--- config.mk ---
export PLATFORM = sky130hd
export DESIGN_NAME = uart_rx_flat
export DESIGN_NICKNAME = d
export VERILOG_FILES = /design/src/rtl/uart_rx_pkg.sv /design/src/rtl/uart_rx_if.sv /design/src/rtl/uart_rx_sync_fifo.sv /design/src/rtl/uart_rx.sv /design/src/flat_wrapper.sv
export SDC_FILE = /design/constraint.sdc
export NUM_CORES = 1
export LEC_CHECK = 0
export BUFFER_PORTS_ARGS = -buffer_cell sky130_fd_sc_hd__buf_2
export CORE_ASPECT_RATIO = 1.2
export CORE_MARGIN = 4
export CORE_UTILIZATION = 51
export DETAILED_ROUTE_END_ITERATION = 8
export MAX_ROUTING_LAYER = met4
export PLACE_DENSITY = 0.7
export SETUP_SLACK_MARGIN = 0.3
export SYNTH_ARGS = -nofsm -noshare
export SYNTH_HDL_FRONTEND = slang
export SYNTH_SLANG_ARGS = --single-unit
--- constraint.sdc ---
create_clock -name clk -period 6.8 [get_ports clk]
set_input_delay 0.68 -clock clk [delete_from_list [all_inputs] [get_ports clk]]
set_output_delay 0.68 -clock clk [all_outputs]
set_load 0.01 [all_outputs]
--- src/rtl/uart_rx_pkg.sv ---
// uart_rx_pkg: shared definitions for the UART receiver slice.
//   state_t           receiver FSM states
//   BIT_TIME_DEFAULT  bit divider terminal count (434 clocks/bit)
//   REG_DATA/REG_STAT register byte offsets on the CPU bus
//   ST_*              status register bit positions
//   status_word()     packs the status register read value
package uart_rx_pkg;

  typedef enum logic [2:0] {
    S_IDLE,
    S_START,
    S_DATA,
    S_STOP,
    S_WAIT
  } state_t;

  localparam int BIT_TIME_DEFAULT = 433;

  localparam logic [2:0] REG_DATA = 3'd0;
  localparam logic [2:0] REG_STAT = 3'd4;

  localparam int ST_DR = 0;
  localparam int ST_OE = 1;
  localparam int ST_FE = 3;

  // Bits 14:13 always read as 1 so the TX-empty flags of a combined
  // RX/TX map look "ready" to software that polls this word.
  function automatic logic [31:0] status_word(input logic dr, input logic oe, input logic fe);
    logic [31:0] w;
    w        = 32'h0000_6000;
    w[ST_DR] = dr;
    w[ST_OE] = oe;
    w[ST_FE] = fe;
    return w;
  endfunction

endpackage

--- src/rtl/uart_rx_if.sv ---
// uart_rx_if: CPU bus handshake shared with the UART transmitter.
//   addr   register select (only bit 2 decoded)
//   din    write data
//   dout   registered read data
//   wr     1 = write, 0 = read
//   valid  access strobe, one access per high cycle
interface uart_rx_if;
  logic [2:0]  addr;
  logic [31:0] din;
  logic [31:0] dout;
  logic        wr;
  logic        valid;

  modport master (output addr, din, wr, valid, input dout);
  modport slave  (input addr, din, wr, valid, output dout);
endinterface

--- src/rtl/uart_rx_sync_fifo.sv ---
// sync_fifo: single-clock FIFO, reusable for both RX and TX paths.
//   clk, rst_n  clock, async active-low reset (pointers only)
//   push, din   write request and data
//   pop         read request; head shows the oldest entry
//   full, empty occupancy flags
//   drop        push was refused because the FIFO was full
// A push and a pop in the same cycle while full are both accepted.
module sync_fifo #(
  parameter int WIDTH = 8,
  parameter int DEPTH = 16
) (
  input  logic             clk,
  input  logic             rst_n,
  input  logic             push,
  input  logic [WIDTH-1:0] din,
  input  logic             pop,
  output logic [WIDTH-1:0] head,
  output logic             full,
  output logic             empty,
  output logic             drop
);

  localparam int AW = $clog2(DEPTH);

  logic [WIDTH-1:0] mem [DEPTH];
  logic [AW:0]      wr_ptr;
  logic [AW:0]      rd_ptr;
  logic             do_push;
  logic             do_pop;

  // The extra pointer MSB separates full from empty when the low bits match.
  assign empty   = (wr_ptr == rd_ptr);
  assign full    = (wr_ptr[AW] != rd_ptr[AW]) && (wr_ptr[AW-1:0] == rd_ptr[AW-1:0]);
  assign do_pop  = pop && !empty;
  assign do_push = push && (!full || do_pop);
  assign drop    = push && !do_push;
  assign head    = mem[rd_ptr[AW-1:0]];

  // Pointers wrap naturally; only they need reset, storage does not.
  always_ff @(posedge clk or negedge rst_n) begin
    if (!rst_n) begin
      wr_ptr <= '0;
      rd_ptr <= '0;
    end else begin
      if (do_push) wr_ptr <= wr_ptr + 1'b1;
      if (do_pop)  rd_ptr <= rd_ptr + 1'b1;
    end
  end

  // When full, a simultaneous pop reads the old head before it is overwritten.
  always_ff @(posedge clk) begin
    if (do_push) mem[wr_ptr[AW-1:0]] <= din;
  end

endmodule

--- src/rtl/uart_rx.sv ---
// uart_rx: 8N1 UART receiver with mid-bit sampling and a receive FIFO.
//   clk, rst_n  system clock, async active-low reset
//   bus         CPU register port (slave side of uart_rx_if)
//   rxd         asynchronous serial input, idle high
// Registers: data (addr[2]=0, read pops the FIFO) and status
// (addr[2]=1, read DR/OE/FE; write din[1]/din[3] clears OE/FE).
module uart_rx
  import uart_rx_pkg::*;
#(
  parameter int BIT_TIME   = BIT_TIME_DEFAULT,
  parameter int FIFO_DEPTH = 16
) (
  input  logic     clk,
  input  logic     rst_n,
  uart_rx_if.slave bus,
  input  logic     rxd
);

  localparam int DW = $clog2(BIT_TIME + 1);
  localparam logic [DW-1:0] DIV_HALF = DW'(BIT_TIME / 2);
  localparam logic [DW-1:0] DIV_END  = DW'(BIT_TIME);

  state_t      state, state_next;
  logic [DW-1:0] div, div_next;
  logic [2:0]  bit_cnt, bit_cnt_next;
  logic [7:0]  shreg, shreg_next;
  logic        rx_meta, rxs;
  logic        push_req, fe_set;
  logic        oe, fe;
  logic [31:0] dout_q;

  logic        rd, stat_sel, stat_wr, pop_req;
  logic [7:0]  fifo_head;
  logic        fifo_full, fifo_empty, fifo_drop;
  logic        unused_bus;

  assign rd         = bus.valid && !bus.wr;
  assign stat_sel   = bus.addr[2] == REG_STAT[2];
  assign stat_wr    = bus.valid && bus.wr && stat_sel;
  assign pop_req    = rd && !stat_sel;
  assign bus.dout   = dout_q;
  assign unused_bus = ^{bus.addr[1:0], bus.din[31:4], bus.din[2], bus.din[0], fifo_full};

  // Two-flop synchroniser; resets to the idle line level so no false start.
  always_ff @(posedge clk or negedge rst_n) begin
    if (!rst_n) begin
      rx_meta <= 1'b1;
      rxs     <= 1'b1;
    end else begin
      rx_meta <= rxd;
      rxs     <= rx_meta;
    end
  end

  // Receiver state and datapath registers.
  always_ff @(posedge clk or negedge rst_n) begin
    if (!rst_n) begin
      state   <= S_IDLE;
      div     <= '0;
      bit_cnt <= '0;
      shreg   <= '0;
    end else begin
      state   <= state_next;
      div     <= div_next;
      bit_cnt <= bit_cnt_next;
      shreg   <= shreg_next;
    end
  end

  // Next-state logic. The start bit is re-checked at half a bit so short
  // glitches are rejected, after which every sample lands mid-bit.
  always_comb begin
    state_next   = state;
    bit_cnt_next = bit_cnt;
    shreg_next   = shreg;
    push_req     = 1'b0;
    fe_set       = 1'b0;
    case (state)
      S_IDLE: begin
        if (!rxs) state_next = S_START;
      end
      S_START: begin
        bit_cnt_next = '0;
        if (div == DIV_HALF) state_next = rxs ? S_IDLE : S_DATA;
      end
      S_DATA: begin
        if (div == DIV_END) begin
          shreg_next   = {rxs, shreg[7:1]};
          bit_cnt_next = bit_cnt + 3'd1;
          if (bit_cnt == 3'd7) state_next = S_STOP;
        end
      end
      S_STOP: begin
        if (div == DIV_END) begin
          if (rxs) begin
            push_req   = 1'b1;
            state_next = S_IDLE;
          end else begin
            fe_set     = 1'b1;
            state_next = S_WAIT;
          end
        end
      end
      S_WAIT: begin
        if (rxs) state_next = S_IDLE;
      end
      default: state_next = S_IDLE;
    endcase

    if (state_next != state || state == S_IDLE || div == DIV_END) div_next = '0;
    else                                                          div_next = div + 1'b1;
  end

  sync_fifo #(.WIDTH(8), .DEPTH(FIFO_DEPTH)) u_fifo (
    .clk   (clk),
    .rst_n (rst_n),
    .push  (push_req),
    .din   (shreg),
    .pop   (pop_req),
    .head  (fifo_head),
    .full  (fifo_full),
    .empty (fifo_empty),
    .drop  (fifo_drop)
  );

  // Sticky error flags; a set in the same cycle as a software clear wins.
  always_ff @(posedge clk or negedge rst_n) begin
    if (!rst_n) begin
      oe <= 1'b0;
      fe <= 1'b0;
    end else begin
      if (fifo_drop)                    oe <= 1'b1;
      else if (stat_wr && bus.din[ST_OE]) oe <= 1'b0;
      if (fe_set)                       fe <= 1'b1;
      else if (stat_wr && bus.din[ST_FE]) fe <= 1'b0;
    end
  end

  // Read data register; zero on every cycle that is not a read.
  always_ff @(posedge clk or negedge rst_n) begin
    if (!rst_n) begin
      dout_q <= '0;
    end else if (rd) begin
      if (stat_sel)        dout_q <= status_word(!fifo_empty, oe, fe);
      else if (fifo_empty) dout_q <= '0;
      else                 dout_q <= {24'd0, fifo_head};
    end else begin
      dout_q <= '0;
    end
  end

endmodule

--- src/flat_wrapper.sv ---
// flat-port wrapper written by rule: the top's interface ports become plain ports
module uart_rx_flat import uart_rx_pkg::*;
#(
  parameter int BIT_TIME   = BIT_TIME_DEFAULT,
  parameter int FIFO_DEPTH = 16
)
  (clk, rst_n, rxd, bus_addr, bus_din, bus_wr, bus_valid, bus_dout);
  uart_rx_if bus_i ();
  input  logic clk;
  input  logic rst_n;
  input  logic rxd;
  input wire logic [$bits(bus_i.addr)-1:0] bus_addr;
  input wire logic [$bits(bus_i.din)-1:0] bus_din;
  input wire logic [$bits(bus_i.wr)-1:0] bus_wr;
  input wire logic [$bits(bus_i.valid)-1:0] bus_valid;
  output wire logic [$bits(bus_i.dout)-1:0] bus_dout;
  assign bus_i.addr = bus_addr;
  assign bus_i.din = bus_din;
  assign bus_i.wr = bus_wr;
  assign bus_i.valid = bus_valid;
  assign bus_dout = bus_i.dout;
  uart_rx #(.BIT_TIME(BIT_TIME), .FIFO_DEPTH(FIFO_DEPTH)) u_core (.clk(clk), .rst_n(rst_n), .bus(bus_i), .rxd(rxd));
endmodule
## Word level (Yosys, flattened, before mapping)

Memory sizes are Yosys's and may differ from the RTL's.
Index checks and enable logic that the tools add are counted.

| word-level totals | value |
|---|---|
| output and inout bits | 32 |
| bits in registers | 69 |
| logic and storage cells | 79 |
| bits in writable memories | 128 |
| memories kept | 1 |

| operators by class | value |
|---|---|
| mux-type cells | 27 |
| reductions and logical operators | 24 |
| equality and inequality tests | 12 |
| $add $sub $neg | 4 |

Memory list:

| memory | depth | width | rd ports | clocked after Yosys merged registers in | wr ports | RTL line | RTL |
|---|---|---|---|---|---|---|---|
| u_core.u_fifo.mem | 16 | 8 | 1 | 0 | 1 | uart_rx_sync_fifo.sv:25 | `logic [WIDTH-1:0] mem [DEPTH];` |

Operators with widths:

| cell | count |
|---|---|
| two-way mux 32 bit | 2 |
| two-way mux 3 bit | 8 |
| case mux 3 bit (5 select lines) | 1 |
| two-way mux 1 bit | 12 |
| adder 5 x 1 -> 5 bit, second input constant | 2 |
| logical AND 1 bit | 10 |
| adder 9 x 1 -> 9 bit, second input constant | 1 |
| == test 9 x 8 -> 1 bit, second input constant | 1 |
| == test 9 bit, second input constant | 1 |
| two-way mux 9 bit | 1 |
| two-way mux 8 bit | 1 |
| == test 3 x 2 -> 1 bit, second input constant | 2 |
| == test 3 bit, second input constant | 2 |
| case mux 3 bit (2 select lines) | 1 |
| nonzero test 2 bit | 3 |
| == test 5 bit | 1 |
| logical NOT 1 bit | 5 |
| == test 4 bit | 1 |
| AND reduction 2 bit | 2 |
| adder 3 x 1 -> 3 bit, second input constant | 1 |
| == test 3 x 1 -> 1 bit, second input constant | 1 |
| logical NOT 3 bit | 1 |
| logical OR 1 bit | 3 |
| != test 3 bit | 1 |
| other kinds (3) | 3 |

## Depth between registers and ports, before layout

Gate-level depths: netlist of run 1.

| depth | value |
|---|---|
| depth after elaboration | 9 |
| depth in mapped cells | 7 |
| mapped depth without buffers | 6 |

## Hierarchy

A second synthesis of run 1 with hierarchy kept.

| second synthesis, totals | value |
|---|---|
| cell total of the unflattened synthesis | 446 |
| area, all modules | 7493.4 um^2 |

Modules (own cells, without submodules):

| module | area each (um^2) | times used | cells each |
|---|---|---|---|
| sync_fifo | 5660.4 | 1 | 280 |
| uart_rx | 1833.0 | 1 | 166 |

## Worst setup path before layout of run 1

No wires, ideal clock.

| timing | value |
|---|---|
| kind | input-to-reg |
| from | in bus_wr |
| to | mem u_core.u_fifo.mem[4][0] (enable) |
| buffers on the path | 1 |
| stages on the path | 5 |
| slack | 4.301 ns |
| arrival time | 2.116 ns |
| cells stage by stage | nand2b_1 -> o21ai_1 -> o21ai_2 -> buf_6 -> nor3_1 |

| on the way | value |
|---|---|
| longest elaborated chain between the ends | 8 |

Ends and longest elaborated chain:

| item | RTL line | RTL |
|---|---|---|
| start: declaration | flat_wrapper.sv:14 | `input wire logic [$bits(bus_i.wr)-1:0] bus_wr;` |
| logical NOT 1 bit | uart_rx.sv:37 | `assign rd = bus.valid && !bus.wr;` |
| logical AND 1 bit | uart_rx.sv:37 |  |
| logical AND 1 bit | uart_rx.sv:40 | `assign pop_req = rd && !stat_sel;` |
| logical AND 1 bit | uart_rx_sync_fifo.sv:34 | `assign do_pop = pop && !empty;` |
| logical OR 1 bit | uart_rx_sync_fifo.sv:35 | `assign do_push = push && (!full \|\| do_pop);` |
| logical AND 1 bit | uart_rx_sync_fifo.sv:35 |  |
| two-way mux 1 bit | uart_rx_sync_fifo.sv:52 | `if (do_push) mem[wr_ptr[AW-1:0]] <= din;` |
| two-way mux 1 bit (implied by the code) | uart_rx_sync_fifo.sv:52 |  |
| end: declaration | uart_rx_sync_fifo.sv:25 |  |

Every way passes these cells.

## Final worst setup path of run 1

| timing | value |
|---|---|
| from | reg u_core.u_fifo.rd_ptr[0] |
| to | mem u_core.u_fifo.mem[4][0] (enable) |

| on the way | value |
|---|---|
| longest elaborated chain between the ends | 7 |
| elaborated cells between the ends (all ways) | 10 |
| those cells by class | 2 x eq/ne; 2 x mux; 6 x reduce/logical |

Ends and longest elaborated chain:

| item | RTL line | RTL |
|---|---|---|
| start: declaration | uart_rx_sync_fifo.sv:27 | `logic [AW:0] rd_ptr;` |
| start signal: assignment | uart_rx_sync_fifo.sv:46 | `if (do_pop) rd_ptr <= rd_ptr + 1'b1;` |
| == test 5 bit or == test 4 bit (tied branches) | uart_rx_sync_fifo.sv:32, uart_rx_sync_fifo.sv:33 |  |
| logical NOT 1 bit or logical AND 1 bit (tied branches) | uart_rx_sync_fifo.sv:34, uart_rx_sync_fifo.sv:33 |  |
| logical AND 1 bit or logical NOT 1 bit (tied branches) | uart_rx_sync_fifo.sv:34, uart_rx_sync_fifo.sv:35 |  |
| logical OR 1 bit * | uart_rx_sync_fifo.sv:35 |  |
| logical AND 1 bit * | uart_rx_sync_fifo.sv:35 |  |
| two-way mux 1 bit * | uart_rx_sync_fifo.sv:52 |  |
| two-way mux 1 bit (implied by the code) * | uart_rx_sync_fifo.sv:52 |  |

Every way passes the cells marked *; elsewhere a longest branch is shown, timed or not.

==> results of run 1 <==
[power by group through the flow]
stage / combinational (µW) / sequential, µW / clock (µW)
global route: 20.2 / 1130 / 1030
global placement: 17.5 / 1150 / 0
CTS: 17.9 / 1130 / 973
finish: 17.9 / 1130 / 956
floorplan: 18.8 / 1150 / 0
detailed placement: 17.9 / 1150 / 0
[metal layers]
layer  share of wire [%]  routed length [µm]
met1                  41                5470
met5                   0                   0
met4                0.97                 128
met2                  53                7060
met3                 4.5                 594
[worst paths after layout]
kind / from / end / slack, ps / cells past startpoint
setup / recovery: u_core.u_fifo.rd_ptr[0] / u_core.u_fifo.mem[4][0] / 3650 / 5
hold / removal: rxd / u_core.rx_meta / 350 / 1
setup reg to reg: u_core.u_fifo.rd_ptr[0] / u_core.u_fifo.mem[4][0] / 3650 / 5
hold reg to reg: u_core.rx_meta / u_core.rxs / 360 / 0
max in group asynchronous: rst_n / u_core.u_fifo.rd_ptr[0] / 6000 / 2
min in group asynchronous: rst_n / u_core.div[4] / 360 / 2
[placed cells by master, fill, tap and decap left out, drive strengths merged, types with 2 or more instances in the layout]
master and instances:
nand4 5, bufinv 2, o21ai 13, inv 13, nor2b 5, buf 27, nand3 4, nor2 11
a21oi 9, a221oi 2, nor3 24, nand2 15, nand2b 7, o2111ai 3, ha 10, dfrtp 44
clkinv 5, dfstp 2, o211ai 6, mux4 32, mux2 10, a31oi 2, a22o 2, xor2 4
clkinvlp 2, conb 22, clkbuf 19, edfxtp 128, a22oi 11, nor4 2, xnor2 16
[sequential cells by signal, indices dropped and copies added (netlist names)]
signal / cells
u_core.bit_cnt: 3
u_core.bus.dout: 9
u_core.shreg: 8
u_core.div: 9
u_core.state: 3
u_core.rx_meta: 1
u_core.u_fifo.mem: 128
u_core.rxs: 1
u_core.u_fifo.rd_ptr: 5
u_core.u_fifo.wr_ptr: 5
u_core.fe: 1
u_core.oe: 1
[cell type report]
type                    instances  area (µm²)  area share (%)
flip-flops and latches        174        5000            61.5
well taps                     171         214            2.63
repair buffers                 28         168            2.06
clock buffers                  18         429            5.28
multi-input cells             234        2130            26.2
inverters                       8        30.0           0.369
clock inverters                14         160            1.97
[critical path: stages (launching register included)]
cell     delay [ps]
dfrtp_2         340
buf_4           560
xnor2_1         160
nand4_1         380
o21ai_2         300
nor3_1         1030
[through the flow]
stage | worst slack (ps) | utilization [%] | cells | hold WS [ps]
final | 3650 | 58.1 | 647 | 350
after global routing | 3350 | 58.1 | 647 | 331
after CTS | 3500 | 58.0 | 646 | 329
after detailed placement | 3520 | 53.8 | 614 | 347
after global placement | 3620 | 53.8 | 614 | 346
after floorplan | 4300 | - | 458 | 345
[cells by family after synthesis]
| family | after synthesis | synth area share, % |
|---|---|---|
| mux | 43 | 11.5 |
| simple gates | 87 | 7.44 |
| flops | 174 | 67.9 |
| buf+inv | 50 | 4.23 |
| compound gates | 52 | 4.86 |
| fa+ha+maj | 10 | 1.70 |
| xor+xnor | 20 | 2.38 |
| other cells | 1 | 0.0509 |
==> flow_metrics.tcl, run 1 <==
set metrics [dict create \
    numCtsBuffers 17 \
    startpoint_type "flop" \
    crit_arrival_ps 3190 \
    fin_setup_tns_ps 0 \
    power_frac_clock_pct 45.4 \
    power.total_uw 2100 \
    place_area_um2 7530 \
    period_minus_slack_ps 3150 \
    vdd_drop_max_mv 0.194 \
    htree_levels 4 \
    die_width_um 118 \
    grt_pass1_wl_um 21300 \
    vias 3740 \
    critPathKind "flop to flop" \
    synth_cell_type_count 56 \
    overflow 0 \
    use_met3_pct 4.26 \
    holdCritPathClass "input pin to flop" \
    max_freq_ghz 0.317 \
    grt_max_degree 47 \
    routedWlPerCell_um 20.5 \
    post_cts_resized 0 \
    yosysMostFrequentCell "edfxtp_1" \
    setup_viol 0 \
    yosysWarnings 0 \
    final_nets 513 \
    path_clk_slew_ps 60 \
    synth_top_area_share_pct 52.2 \
    synth_edf_count 128 \
    synth_commonest_cells "edfxtp_1 (128), dfrtp_1 (44), mux4_2 (32)" \
    finalHoldViolations 0 \
    ctsHoldBuffers 0 \
    rows 47 \
    cts.path.max_buffers 2 \
    cts_setup_buffers 0 \
    finalCritPeriodShare_pct 46.4 \
    netlist_area_um2 7360 \
    power-per-cell-area_nw_per_um2 259 \
    critPathMaxFanout 36 \
    drive_gt1_share_pct 24.8 \
    slew_headroom_pct 19.0 \
    gr-usage-met2_pct 28.8 \
    ys.flop_type "edfxtp_1" \
    ios 72 \
    clock-sinks 174 \
    met1_usage_pct 21.5 \
    crit_required_ps 6840 \
    intPower_uw 1680 \
    netSwitchingPower_uw 424 \
    avgSynthCellArea_um2 16.8 \
    cts_root_buf "clkbuf_16" \
    finalMaxSlewViolations 0 \
    syn-instance-count 437 \
    dr.pass1.iters 5 \
    yosys.area.top_type "edfxtp_1" \
    status "complete, no violations" \
    track_usage_pct 17.4 \
    ys_async_sr_fraction_pct 26.4 \
    grt_antenna_before_repair 0 \
    clk_latency_ps 430 \
    fp.dieH_um 140 \
    drc 0 \
    wl_um 13300 \
    numPortBuffers 17 \
    skew_ps 9.04 \
    grt_pass1_vias 3780 \
    areaGrowthSynthToFinish_pct 10.5 \
    floorplan.initialDensity_pct 52.6 \
    p_comb_share_pct 0.8 \
    antenna_cells 0 \
    fillers 1046 \
    maxCapViolCount 0 \
    dp_hpwl_um 8450 \
    antenna_left 0 \
    synth_area_leaders "edfxtp_1 (52%), dfrtp_1 (15%), mux4_2 (9.8%)" \
    yosysSeqAreaShare_pct 67.9 \
    rsz0062_at_grt "no" \
    core_um2 14000 \
    first_iter_violations 290 \
    cts_tree "done" \
    final_area_um2 8130 \
    swShare_pct 20.1 \
    seq_power_share_pct 53.7 \
    vias_per_cell 5.78 \
    fp.dieArea_um2 16400 \
    worst_pin_slew_ps 1210 \
    end_kind "flop" \
    grt.busiest_layer "met2" \
    leakage_uw 0.00317 \
    ys_ff_latch 174 \
    gp_congestion 0.853 \
]
Note: power is estimated with default switching activity, not from simulation.
==> run 2, diff against run 1 <==
--- a/config.mk
+++ b/config.mk
@@ -5,13 +5,14 @@
 export SDC_FILE = /design/constraint.sdc
 export NUM_CORES = 1
 export LEC_CHECK = 0
+export ABC_AREA = 1
 export BUFFER_PORTS_ARGS = -buffer_cell sky130_fd_sc_hd__buf_2
 export CORE_ASPECT_RATIO = 1.2
 export CORE_MARGIN = 4
 export CORE_UTILIZATION = 51
 export DETAILED_ROUTE_END_ITERATION = 8
 export MAX_ROUTING_LAYER = met4
-export PLACE_DENSITY = 0.7
+export PLACE_DENSITY = 0.73
 export SETUP_SLACK_MARGIN = 0.3
 export SYNTH_ARGS = -nofsm -noshare
 export SYNTH_HDL_FRONTEND = slang
==> constraint.sdc (replaced) <==
create_clock -name clk -period 2.9 [get_ports clk]
set_input_delay 0.29 -clock clk [delete_from_list [all_inputs] [get_ports clk]]
set_output_delay 0.29 -clock clk [all_outputs]
set_load 0.01 [all_outputs]
==> flow_metrics.tcl, run 2 <==
set metrics [dict create \
    cts.path.max_buffers 2 \
    vias_per_cell 5.56 \
    reg2regPathDepth 9 \
    numPortBuffers 17 \
    ys_ff_latch 174 \
    power-per-cell-area_nw_per_um2 787 \
    ys.flop_type "edfxtp_1" \
    yosysWarnings 0 \
    clk_latency_ps 430 \
    wl_um 15600 \
    fin_ws_ps 658 \
    path_clk_slew_ps 70 \
    reg2reg_to "u_core.u_fifo.mem[11][3]" \
    cts_tree "done" \
    clock-sinks 174 \
    critPathMaxFanout 8 \
    numCtsBuffers 17 \
    overflow 0 \
    cp_cell_sequence "inv_1 -> ha_1 -> nand2_1 -> nor2_1 -> nand2_2 -> nor3_4 -> nand3_2 -> nor2_1 -> buf_4" \
    areaGrowthSynthToFinish_pct 11.5 \
    core_um2 14400 \
    holdCritPathClass "input pin to async pin" \
    cts_setup_buffers 0 \
    finalMaxSlewViolations 0 \
    die_width_um 119 \
    track_usage_pct 19.8 \
    reg2reg_slack_ps 660 \
    skew_ps 9.14 \
    synth_cell_type_count 32 \
    first_iter_violations 454 \
    setup_viol 0 \
    synth_top_area_share_pct 51.2 \
    routedWlPerCell_um 17.6 \
    slowest_delay_ps 430 \
    fillers 1158 \
    status "complete, no violations" \
    ys_async_sr_fraction_pct 26.4 \
    grt_pass1_wl_um 25000 \
    gp_congestion 0.850 \
    rsz0062_at_grt "no" \
    yosysSeqAreaShare_pct 66.5 \
    fp.dieH_um 141 \
    antenna_cells 0 \
    post_cts_resized 0 \
    final_common_cell "edfxtp_1" \
    vias 4950 \
    period_minus_slack_ps 2240 \
    dp_slack_ps 689 \
    crit_top_cell "nor2_1" \
    grt_max_degree 48 \
    htree_levels 4 \
    synth_edf_count 128 \
    synth_area_leaders "edfxtp_1 (51%), dfrtp_1 (15%), nor2_1 (5.9%)" \
    leakage_uw 0.00359 \
    cts_root_buf "clkbuf_16" \
    syn-instance-count 674 \
    worst_pin_slew_ps 1070 \
    finalCritPeriodShare_pct 77.3 \
    fp.dieArea_um2 16700 \
    avgSynthCellArea_um2 11.1 \
    slew_headroom_pct 28.4 \
    vdd_drop_max_mv 0.393 \
    antenna_left 0 \
    rows 48 \
    end_kind "flop" \
    power.total_uw 6590 \
    dr.pass1.iters 4 \
    final_cell_mix "edfxtp_1 (128), nor2_1 (118), nand2_1 (87), o21ai_0 (66), dfrtp_1 (43)" \
    drc 0 \
    floorplan.initialDensity_pct 52.1 \
    crit_arrival_ps 2380 \
    yosysMostFrequentCell "edfxtp_1" \
    ctsHoldBuffers 1 \
    yosys.area.top_type "edfxtp_1" \
    largest_reg_flops 128 \
    critPathKind "flop to flop" \
    ios 72 \
    final_nets 752 \
    netlist_area_um2 7510 \
    finalHoldViolations 0 \
    dp_hpwl_um 9870 \
    startpoint_type "flop" \
    synth_commonest_cells "edfxtp_1 (128), nor2_1 (118), nand2_1 (87)" \
    grt_pass1_vias 4802 \
    r2r_start "u_core.div[1]" \
    drive_gt1_share_pct 12.6 \
    max_freq_ghz 0.446 \
    crit_required_ps 3030 \
    grt_antenna_before_repair 0 \
    fin_setup_tns_ps 0 \
    slowest_stage "nor3_4" \
    maxCapViolCount 0 \
]
run 2: worst max path at each step:
stage / slack (ps) / depth (start not counted) / startpoint / endpoint
5_1_grt: 490 / 9 / u_core.div[1] / u_core.u_fifo.mem[11][7]
2_1_floorplan: 800 / 8 / u_core.div[1] / u_core.u_fifo.mem[3][0]
3_5_place_dp: 690 / 9 / u_core.div[1] / u_core.u_fifo.mem[11][3]
3_3_place_gp: 750 / 9 / u_core.div[1] / u_core.u_fifo.mem[10][7]
6_report: 660 / 9 / u_core.div[1] / u_core.u_fifo.mem[11][3]
4_1_cts: 660 / 9 / u_core.div[1] / u_core.u_fifo.mem[11][3]
run 2: worst max-delay path: cells and delay by family (launching register included):
family	cells	cell delay, ps
buf+inv	2	310
flops	1	400
simple gates	6	1090
fa+ha+maj	1	140
run 2: cells by family after synthesis:
kind of cell | share of synthesized area, %
AO/OA/AOI/OAI | 8.26
XOR/XNOR | 2.10
flip-flops | 66.5
other | 0.0499
multiplexers | 0.150
adder cells (fa/ha/maj) | 1.67
buffers and inverters | 6.11
AND/OR/NAND/NOR | 15.1
run 2: through the flow:
step / cells / hold slack, ps / area (µm²) / util [%]
CTS: 890 / 83.2 / 8370 / 58.1
finish: 890 / 52.4 / 8370 / 58.1
global placement: 857 / 347 / 7770 / 53.9
global route: 890 / 108 / 8370 / 58.1
detailed placement: 857 / 348 / 7770 / 53.9
floorplan: 695 / -5.59 / 7590 / -
run 2: power breakdown:
| group | total [µW] | internal (µW) | switching (µW) |
|---|---|---|---|
| logic | 1530 | 504 | 1020 |
| clock network | 2280 | 1310 | 970 |
| registers | 2780 | 2700 | 84.1 |
| total | 6590 | 4510 | 2080 |
run 2: final cells by class:
cell class                      instances  area, µm²  area share, %
Multi-Input combinational cell        428       2130           25.5
Tap cell                              175        219           2.61
Clock inverter                         14        156           1.87
Sequential cell                       174       5000           59.7
Timing Repair Buffer                   40        273           3.26
Inverter                               41        154           1.84
Clock buffer                           18        439           5.24
run 2: per-layer routing:
layer / GRT usage (%) / up-vias / part of all wire (%)
li1: - / 2324 / -
met1: 23.5 / 2427 / 41
met2: 33.8 / 169 / 52
met3: 3.81 / 30 / 5.3
met4: 7.20 / 0 / 2.1
met5: - / - / 0
